==> src/rtl/pipelined_decoder.sv <==
// pipelined_decoder
// Registered MIPS instruction decoder sitting between the IF/ID register and
// the execute stage. One instruction per cycle is decoded into an ID/EX
// control word behind a valid/ready handshake. Load-use hazards and HI/LO
// accesses during an in-flight MULTU/DIVU hold the instruction upstream.
// A small FSM tracks the multi-cycle mul/div unit.

module pipelined_decoder #(
   parameter int unsigned XLEN       = 32,
   parameter int unsigned MUL_CYCLES = 4,
   parameter int unsigned DIV_CYCLES = 32,
   parameter int unsigned CNT_W      = 8
) (
   input  logic            clk,
   input  logic            reset_n,
   input  logic            in_valid,
   output logic            in_ready,
   input  logic [XLEN-1:0] instr,
   input  logic            flush,
   input  logic            ex_ready,
   input  logic            ex_load_valid,
   input  logic [4:0]      ex_load_dest,
   output logic            out_valid,
   output logic            memtoreg,
   output logic            memwrite,
   output logic            alusrcbimm,
   output logic            regwrite,
   output logic            dojump,
   output logic            dojr,
   output logic [1:0]      branch_kind,
   output logic [4:0]      destreg,
   output logic [2:0]      alucontrol,
   output logic [1:0]      hilo_op,
   output logic            illegal,
   output logic            md_busy,
   output logic            md_done
);

   // ------------------------------------------------------------------
   // Encodings
   // ------------------------------------------------------------------
   localparam logic [5:0] OP_RTYPE  = 6'h00;
   localparam logic [5:0] OP_REGIMM = 6'h01;
   localparam logic [5:0] OP_J      = 6'h02;
   localparam logic [5:0] OP_JAL    = 6'h03;
   localparam logic [5:0] OP_BEQ    = 6'h04;
   localparam logic [5:0] OP_ADDIU  = 6'h09;
   localparam logic [5:0] OP_ORI    = 6'h0D;
   localparam logic [5:0] OP_LUI    = 6'h0F;
   localparam logic [5:0] OP_LW     = 6'h23;
   localparam logic [5:0] OP_SW     = 6'h2B;

   localparam logic [5:0] FN_JR     = 6'h08;
   localparam logic [5:0] FN_MFHI   = 6'h10;
   localparam logic [5:0] FN_MFLO   = 6'h12;
   localparam logic [5:0] FN_MULTU  = 6'h19;
   localparam logic [5:0] FN_DIVU   = 6'h1B;
   localparam logic [5:0] FN_ADDU   = 6'h21;
   localparam logic [5:0] FN_SUBU   = 6'h23;
   localparam logic [5:0] FN_AND    = 6'h24;
   localparam logic [5:0] FN_OR     = 6'h25;
   localparam logic [5:0] FN_SLTU   = 6'h2B;

   localparam logic [1:0] BK_NONE   = 2'b00;
   localparam logic [1:0] BK_BEQ    = 2'b01;
   localparam logic [1:0] BK_BLTZ   = 2'b10;

   localparam logic [1:0] HL_NONE   = 2'b00;
   localparam logic [1:0] HL_START  = 2'b01;
   localparam logic [1:0] HL_MFHI   = 2'b10;
   localparam logic [1:0] HL_MFLO   = 2'b11;

   // ID/EX control word
   typedef struct packed {
      logic       memtoreg;
      logic       memwrite;
      logic       alusrcbimm;
      logic       regwrite;
      logic       dojump;
      logic       dojr;
      logic [1:0] branch_kind;
      logic [4:0] destreg;
      logic [2:0] alucontrol;
      logic [1:0] hilo_op;
      logic       illegal;
   } ctl_t;

   // Inert control word: no writes, no jumps, ALU code 010. Also the reset value.
   localparam ctl_t CTL_NONE = '{
      memtoreg:    1'b0,
      memwrite:    1'b0,
      alusrcbimm:  1'b0,
      regwrite:    1'b0,
      dojump:      1'b0,
      dojr:        1'b0,
      branch_kind: BK_NONE,
      destreg:     5'd0,
      alucontrol:  3'b010,
      hilo_op:     HL_NONE,
      illegal:     1'b0
   };

   typedef enum logic [1:0] {
      MD_IDLE = 2'b00,
      MD_MUL  = 2'b01,
      MD_DIV  = 2'b10
   } md_state_e;

   // ------------------------------------------------------------------
   // Signals
   // ------------------------------------------------------------------
   logic [5:0] opcode_s;
   logic [5:0] funct_s;
   logic [4:0] rs_s;
   logic [4:0] rt_s;
   logic [4:0] rd_s;
   logic       unused_shamt_s;

   ctl_t       dec_s;
   logic       use_rs_s;
   logic       use_rt_s;
   logic       is_div_s;

   logic       load_hazard_s;
   logic       md_hazard_s;
   logic       in_ready_s;
   logic       capture_s;

   logic       out_valid_q, out_valid_d;
   ctl_t       ctl_q, ctl_d;

   md_state_e  md_state_q, md_state_d;
   logic [CNT_W-1:0] cnt_q, cnt_d;
   logic       md_done_q, md_done_d;

   // ------------------------------------------------------------------
   // Instruction fields (shamt is never needed by this decoder)
   // ------------------------------------------------------------------
   assign opcode_s       = instr[XLEN-1 -: 6];
   assign rs_s           = instr[25:21];
   assign rt_s           = instr[20:16];
   assign rd_s           = instr[15:11];
   assign funct_s        = instr[5:0];
   assign unused_shamt_s = ^instr[10:6];

   // Decode the presented instruction into a control word and register-use flags.
   always_comb begin
      dec_s    = CTL_NONE;
      use_rs_s = 1'b0;
      use_rt_s = 1'b0;
      is_div_s = 1'b0;
      case (opcode_s)
         OP_RTYPE: begin
            dec_s.destreg  = rd_s;
            dec_s.regwrite = 1'b1;
            case (funct_s)
               FN_ADDU: begin
                  dec_s.alucontrol = 3'b101;
                  use_rs_s         = 1'b1;
                  use_rt_s         = 1'b1;
               end
               FN_SUBU: begin
                  dec_s.alucontrol = 3'b001;
                  use_rs_s         = 1'b1;
                  use_rt_s         = 1'b1;
               end
               FN_AND: begin
                  dec_s.alucontrol = 3'b111;
                  use_rs_s         = 1'b1;
                  use_rt_s         = 1'b1;
               end
               FN_OR: begin
                  dec_s.alucontrol = 3'b110;
                  use_rs_s         = 1'b1;
                  use_rt_s         = 1'b1;
               end
               FN_SLTU: begin
                  dec_s.alucontrol = 3'b000;
                  use_rs_s         = 1'b1;
                  use_rt_s         = 1'b1;
               end
               FN_MULTU: begin
                  dec_s.regwrite   = 1'b0;
                  dec_s.alucontrol = 3'b100;
                  dec_s.hilo_op    = HL_START;
                  use_rs_s         = 1'b1;
                  use_rt_s         = 1'b1;
               end
               FN_DIVU: begin
                  dec_s.regwrite   = 1'b0;
                  dec_s.alucontrol = 3'b100;
                  dec_s.hilo_op    = HL_START;
                  use_rs_s         = 1'b1;
                  use_rt_s         = 1'b1;
                  is_div_s         = 1'b1;
               end
               FN_MFHI: begin
                  dec_s.alucontrol = 3'b101;
                  dec_s.hilo_op    = HL_MFHI;
               end
               FN_MFLO: begin
                  dec_s.alucontrol = 3'b101;
                  dec_s.hilo_op    = HL_MFLO;
               end
               FN_JR: begin
                  dec_s.regwrite   = 1'b0;
                  dec_s.dojump     = 1'b1;
                  dec_s.dojr       = 1'b1;
                  use_rs_s         = 1'b1;
               end
               default: begin
                  dec_s         = CTL_NONE;
                  dec_s.illegal = 1'b1;
               end
            endcase
         end
         OP_LW: begin
            dec_s.alusrcbimm = 1'b1;
            dec_s.memtoreg   = 1'b1;
            dec_s.regwrite   = 1'b1;
            dec_s.destreg    = rt_s;
            dec_s.alucontrol = 3'b101;
            use_rs_s         = 1'b1;
         end
         OP_SW: begin
            dec_s.memwrite   = 1'b1;
            dec_s.alusrcbimm = 1'b1;
            dec_s.alucontrol = 3'b101;
            use_rs_s         = 1'b1;
            use_rt_s         = 1'b1;
         end
         OP_BEQ: begin
            dec_s.branch_kind = BK_BEQ;
            dec_s.alucontrol  = 3'b001;
            use_rs_s          = 1'b1;
            use_rt_s          = 1'b1;
         end
         OP_REGIMM: begin
            dec_s.branch_kind = BK_BLTZ;
            dec_s.alucontrol  = 3'b010;
            use_rs_s          = 1'b1;
         end
         OP_ADDIU: begin
            dec_s.alusrcbimm = 1'b1;
            dec_s.regwrite   = 1'b1;
            dec_s.destreg    = rt_s;
            dec_s.alucontrol = 3'b101;
            use_rs_s         = 1'b1;
         end
         OP_ORI: begin
            dec_s.alusrcbimm = 1'b1;
            dec_s.regwrite   = 1'b1;
            dec_s.destreg    = rt_s;
            dec_s.alucontrol = 3'b110;
            use_rs_s         = 1'b1;
         end
         OP_LUI: begin
            dec_s.alusrcbimm = 1'b1;
            dec_s.regwrite   = 1'b1;
            dec_s.destreg    = rt_s;
            dec_s.alucontrol = 3'b011;
         end
         OP_J: begin
            dec_s.dojump = 1'b1;
         end
         OP_JAL: begin
            dec_s.dojump     = 1'b1;
            dec_s.regwrite   = 1'b1;
            dec_s.destreg    = 5'd31;
            dec_s.alucontrol = 3'b101;
         end
         default: begin
            dec_s.illegal = 1'b1;
         end
      endcase
   end

   // Hazard detection and input handshake; flush always refuses the new instruction.
   always_comb begin
      load_hazard_s = ex_load_valid && (ex_load_dest != 5'd0) &&
                      ((use_rs_s && (ex_load_dest == rs_s)) ||
                       (use_rt_s && (ex_load_dest == rt_s)));
      md_hazard_s   = (md_state_q != MD_IDLE) && (dec_s.hilo_op != HL_NONE);
      in_ready_s    = !flush && !load_hazard_s && !md_hazard_s &&
                      (!out_valid_q || ex_ready);
      capture_s     = in_valid && in_ready_s;
   end

   // Next state of the ID/EX register: flush kills, capture loads, EX consumption drains.
   always_comb begin
      out_valid_d = out_valid_q;
      ctl_d       = ctl_q;
      if (flush) begin
         out_valid_d = 1'b0;
      end else if (capture_s) begin
         out_valid_d = 1'b1;
         ctl_d       = dec_s;
      end else if (ex_ready) begin
         out_valid_d = 1'b0;
      end else begin
         out_valid_d = out_valid_q;
      end
   end

   // ID/EX register.
   always_ff @(posedge clk or negedge reset_n) begin
      if (!reset_n) begin
         out_valid_q <= 1'b0;
         ctl_q       <= CTL_NONE;
      end else begin
         out_valid_q <= out_valid_d;
         ctl_q       <= ctl_d;
      end
   end

   // Mul/div tracker: load the cycle count on a captured MULTU/DIVU, count down to 1, then pulse done.
   always_comb begin
      md_state_d = md_state_q;
      cnt_d      = cnt_q;
      md_done_d  = 1'b0;
      case (md_state_q)
         MD_IDLE: begin
            if (capture_s && (dec_s.hilo_op == HL_START)) begin
               if (is_div_s) begin
                  md_state_d = MD_DIV;
                  cnt_d      = CNT_W'(DIV_CYCLES);
               end else begin
                  md_state_d = MD_MUL;
                  cnt_d      = CNT_W'(MUL_CYCLES);
               end
            end else begin
               md_state_d = MD_IDLE;
            end
         end
         MD_MUL, MD_DIV: begin
            if (cnt_q == CNT_W'(1)) begin
               md_state_d = MD_IDLE;
               cnt_d      = {CNT_W{1'b0}};
               md_done_d  = 1'b1;
            end else begin
               cnt_d      = cnt_q - CNT_W'(1);
            end
         end
         default: begin
            md_state_d = MD_IDLE;
            cnt_d      = {CNT_W{1'b0}};
         end
      endcase
   end

   // Mul/div state, counter and completion pulse; reset aborts any operation in flight.
   always_ff @(posedge clk or negedge reset_n) begin
      if (!reset_n) begin
         md_state_q <= MD_IDLE;
         cnt_q      <= {CNT_W{1'b0}};
         md_done_q  <= 1'b0;
      end else begin
         md_state_q <= md_state_d;
         cnt_q      <= cnt_d;
         md_done_q  <= md_done_d;
      end
   end

   // ------------------------------------------------------------------
   // Outputs
   // ------------------------------------------------------------------
   assign in_ready    = in_ready_s;
   assign out_valid   = out_valid_q;
   assign memtoreg    = ctl_q.memtoreg;
   assign memwrite    = ctl_q.memwrite;
   assign alusrcbimm  = ctl_q.alusrcbimm;
   assign regwrite    = ctl_q.regwrite;
   assign dojump      = ctl_q.dojump;
   assign dojr        = ctl_q.dojr;
   assign branch_kind = ctl_q.branch_kind;
   assign destreg     = ctl_q.destreg;
   assign alucontrol  = ctl_q.alucontrol;
   assign hilo_op     = ctl_q.hilo_op;
   assign illegal     = ctl_q.illegal;
   assign md_busy     = (md_state_q != MD_IDLE);
   assign md_done     = md_done_q;

endmodule
==> config.mk <==
export PLATFORM = sky130hd
export DESIGN_NAME = pipelined_decoder
export DESIGN_NICKNAME = d
export VERILOG_FILES = /design/src/rtl/pipelined_decoder.sv
export SDC_FILE = /design/constraint.sdc
export NUM_CORES = 1
export LEC_CHECK = 0
export ABC_AREA = 1
export CORE_UTILIZATION = 52
export DETAILED_ROUTE_END_ITERATION = 10
export PLACE_DENSITY = 0.87
export RECOVER_POWER = 50
export SKIP_LAST_GASP = 1
export SLEW_MARGIN = 20
export SYNTH_ARGS = -nofsm -noshare
export SYNTH_HDL_FRONTEND = slang
export SYNTH_SLANG_ARGS = --single-unit
==> constraint.sdc <==
create_clock -name clk -period 3.1 [get_ports clk]
set_clock_uncertainty 0.05 [all_clocks]
set_input_delay 0.465 -clock clk [delete_from_list [all_inputs] [get_ports clk]]
set_output_delay 0.465 -clock clk [all_outputs]
set_load 0.01 [all_outputs]
==> metrics <==
DR vias=2365; core area=a little over 4000 um^2; Post-Route WL=5560 um; global-route wire length before repair=between 9000 and 10000 um; Final Max Tran Viols=32; worst-case clock buffer depth=2; Cell variety after synth=36; Top Family by Delay on Critical Path=simple AND/OR/NAND/NOR gates; syn avg cell area=between 7 and 8 um^2; Max Clk Rate=about 360 MHz; Synth Register Bits=31; FF-to-FF setup slack=1140 ps; Hold EP=branch_kind[0]; period utilization=0.887; P&R area growth vs syn=37.2%; largest net degree at the start of global routing=32; PortBufs=60; Max H-tree Level=2; FF-to-FF Start=cnt_q[2]; setup TNS=0 ps; Synth Net Count=approximately 370; Seq/Total Area, Yosys=0.344; CP arrival=roughly 2200 ps; Starting Density=0.553; Final Setup Violations=0; Vias/cell=roughly 5.3; Slew HR=-0.116; crit path cell chain=clkdlybuf4s50_1 -> inv_2 -> nor2_2 -> nand3_1 -> nand2_1 -> nand3_2 -> nand2_1 -> nand2_1 -> nand2_1 -> nor2_4 -> a21boi_4 -> dlymetal6s2s_1; most frequent CP cell=nand2_1; mapped cell area=2260 um^2; reg2reg end=md_state_q[0]; Root Buffer=clkbuf_8; crit path time final=2750 ps; initial antenna violation count=0; total CTS buffers=5; FF+latch area=between 700 and 800 um^2; Synth Flop Type=dfrtp_1; Tot Pwr=1.04 mW; Power Density=336 nW/um^2; Worst Reg2Reg Path Length in Cells=7; # Max-Cap Violations=1; Crit Path Max Fanout=5; Crit Path Class=input pin to output port; critical path startpoint category=input pin; DRT iter0 DRCs=approximately 150; Clk Latency, worst-skew pair=just under 300 ps; commonest non-fill, non-tap cells in the layout=nand2_1, clkdlybuf4s50_1, inv_1, dfrtp_1; routed length per instance=12.5 um; Peak supply drop=around 0.22 mV; detailed placement HPWL=4340 um; diode count=0; worst slew pin tran=roughly 1700 ps; Post-synth EDFFs=0; Yosys warnings=0; # IOs=66; Filler cells=338; die span in x=between 60 and 70 um; Critical Path Max Stage Delay=approximately 520 ps; Clock transition at path regs=around 70 ps; vias in the first global route=2197; Slowest-stage cell, CP=clkdlybuf4s50_1; CP endpoint kind=output port; share of post-route cells with drive strength above 1=0.127; CTS Hold Buffers Added=0; Leak=approximately 1.6 nW; status=complete, but fails checks; Req. time, crit path=between 2000 and 3000 ps; drt first pass iters=4; Post-synth ARST share=1.00; failing checks=max-capacitance violations, max-slew violations; Crit path buffers/inverters=3; Hold Violations, Final=0; Antenna Nets Post-Route=0; Worst Hold Class=register to register; die area=around 4600 um^2; worst hold start=branch_kind[0]; hold path depth=2; gr ovfl total=0; Die H=slightly below 70 um; clk sinks=31; Total GRT Usage=0.275; row count=23; RD Place Congestion=about 0.91; Post-Syn Instances=between 300 and 400; nets@finish=440; commonest non-fill, non-tap cell in the layout=nand2_1; # DRC=0; CTS tree=yes; area of the multi-input gates=around 1300 um^2; RSZ-0062 raised after global routing=no
timing repair:
item	CTS	global route
gates resized for setup	0	5
endpoints found under the hold margin	0	0
setup endpoints to repair	0	1
setup buffers	0	2
cells in the mapped netlist, types with 3 or more instances:
cell type	n	share of area
nor2_2	6	0.017
buf_6	3	0.015
dfrtp_1	30	0.33
nor3_1	8	0.018
ha_1	4	0.022
nand4_1	6	0.017
xnor2_1	5	0.019
or2_2	3	0.0083
nand3_1	25	0.055
o21ai_2	8	0.031
xor2_1	6	0.023
o21ai_0	12	0.027
a21oi_1	7	0.016
nand2_1	101	0.17
nand2_2	3	0.0083
o21ai_1	4	0.0089
inv_1	36	0.060
nor4_1	6	0.017
nor2_1	26	0.043
through the flow:
step	std cells	util	hold slack, ps	cell area (um^2)	setup WS [ps]
global placement	434	0.723	414	2950	54.0
detailed placement	434	0.723	416	2950	36.1
global route	444	0.759	438	3100	222
CTS	442	0.752	431	3070	1.64
floorplan	321	-	119	2260	1190
finish	444	0.759	424	3100	349
worst reg2reg max path: cells and delay by family (launching register included):
| family | cells | cell delay [ps] |
|---|---|---|
| buf+inv | 1 | 200 |
| compound gates | 1 | 160 |
| flops | 1 | 420 |
| simple gates | 5 | 1040 |
cell type report:
cell class	instances	share of cell area
clock inverter	2	0.0113
tap	50	0.0202
multi-input combinational	247	0.423
clock buffer	6	0.0266
inverter	38	0.0460
timing repair buffer	70	0.222
sequential	31	0.251
metal layers:
metal  global-route usage  vias to the layer above  share of wire
met5                    0                        -              0
li1                     -                     1192              -
met4                0.117                        0          0.024
met3               0.0667                       16          0.056
met1                0.338                     1077           0.44
met2                0.455                       80           0.48
report_power, final:
group          switching [mW]  internal, mW
combinational          0.0975        0.0977
sequential            0.00620         0.419
clock                   0.163         0.260
logic make-up after synthesis:
group,Yosys count,share of synthesized area
AND/OR/NAND/NOR,192,0.391
buffers and inverters,43,0.0814
AO/OA/AOI/OAI,40,0.118
flip-flops,31,0.344
XOR/XNOR,11,0.0426
adder cells (fa/ha/maj),4,0.0221
registers in the layout, summed over array words and instances, names as in the netlist:
signal       cells
cnt_q            8
destreg          5
alucontrol       3
branch_kind      2
hilo_op          2
md_state_q       2
alusrcbimm       1
dojr             1
dojump           1
illegal          1
md_done          1
memtoreg         1
memwrite         1
out_valid        1
regwrite         1
how the worst max path moves through the flow:
| stage | startpoint | endpoint | slack [ps] | cells after the start |
|---|---|---|---|---|
| 2_1_floorplan | instr[30] | in_ready | 1190 | 9 |
| 3_3_place_gp | instr[5] | in_ready | 50 | 11 |
| 3_5_place_dp | instr[5] | in_ready | 40 | 11 |
| 4_1_cts | instr[5] | in_ready | 2 | 11 |
| 5_1_grt | instr[4] | in_ready | 220 | 12 |
| 6_report | instr[4] | in_ready | 350 | 12 |
No activity file was read; power rests on OpenSTA's default activity.
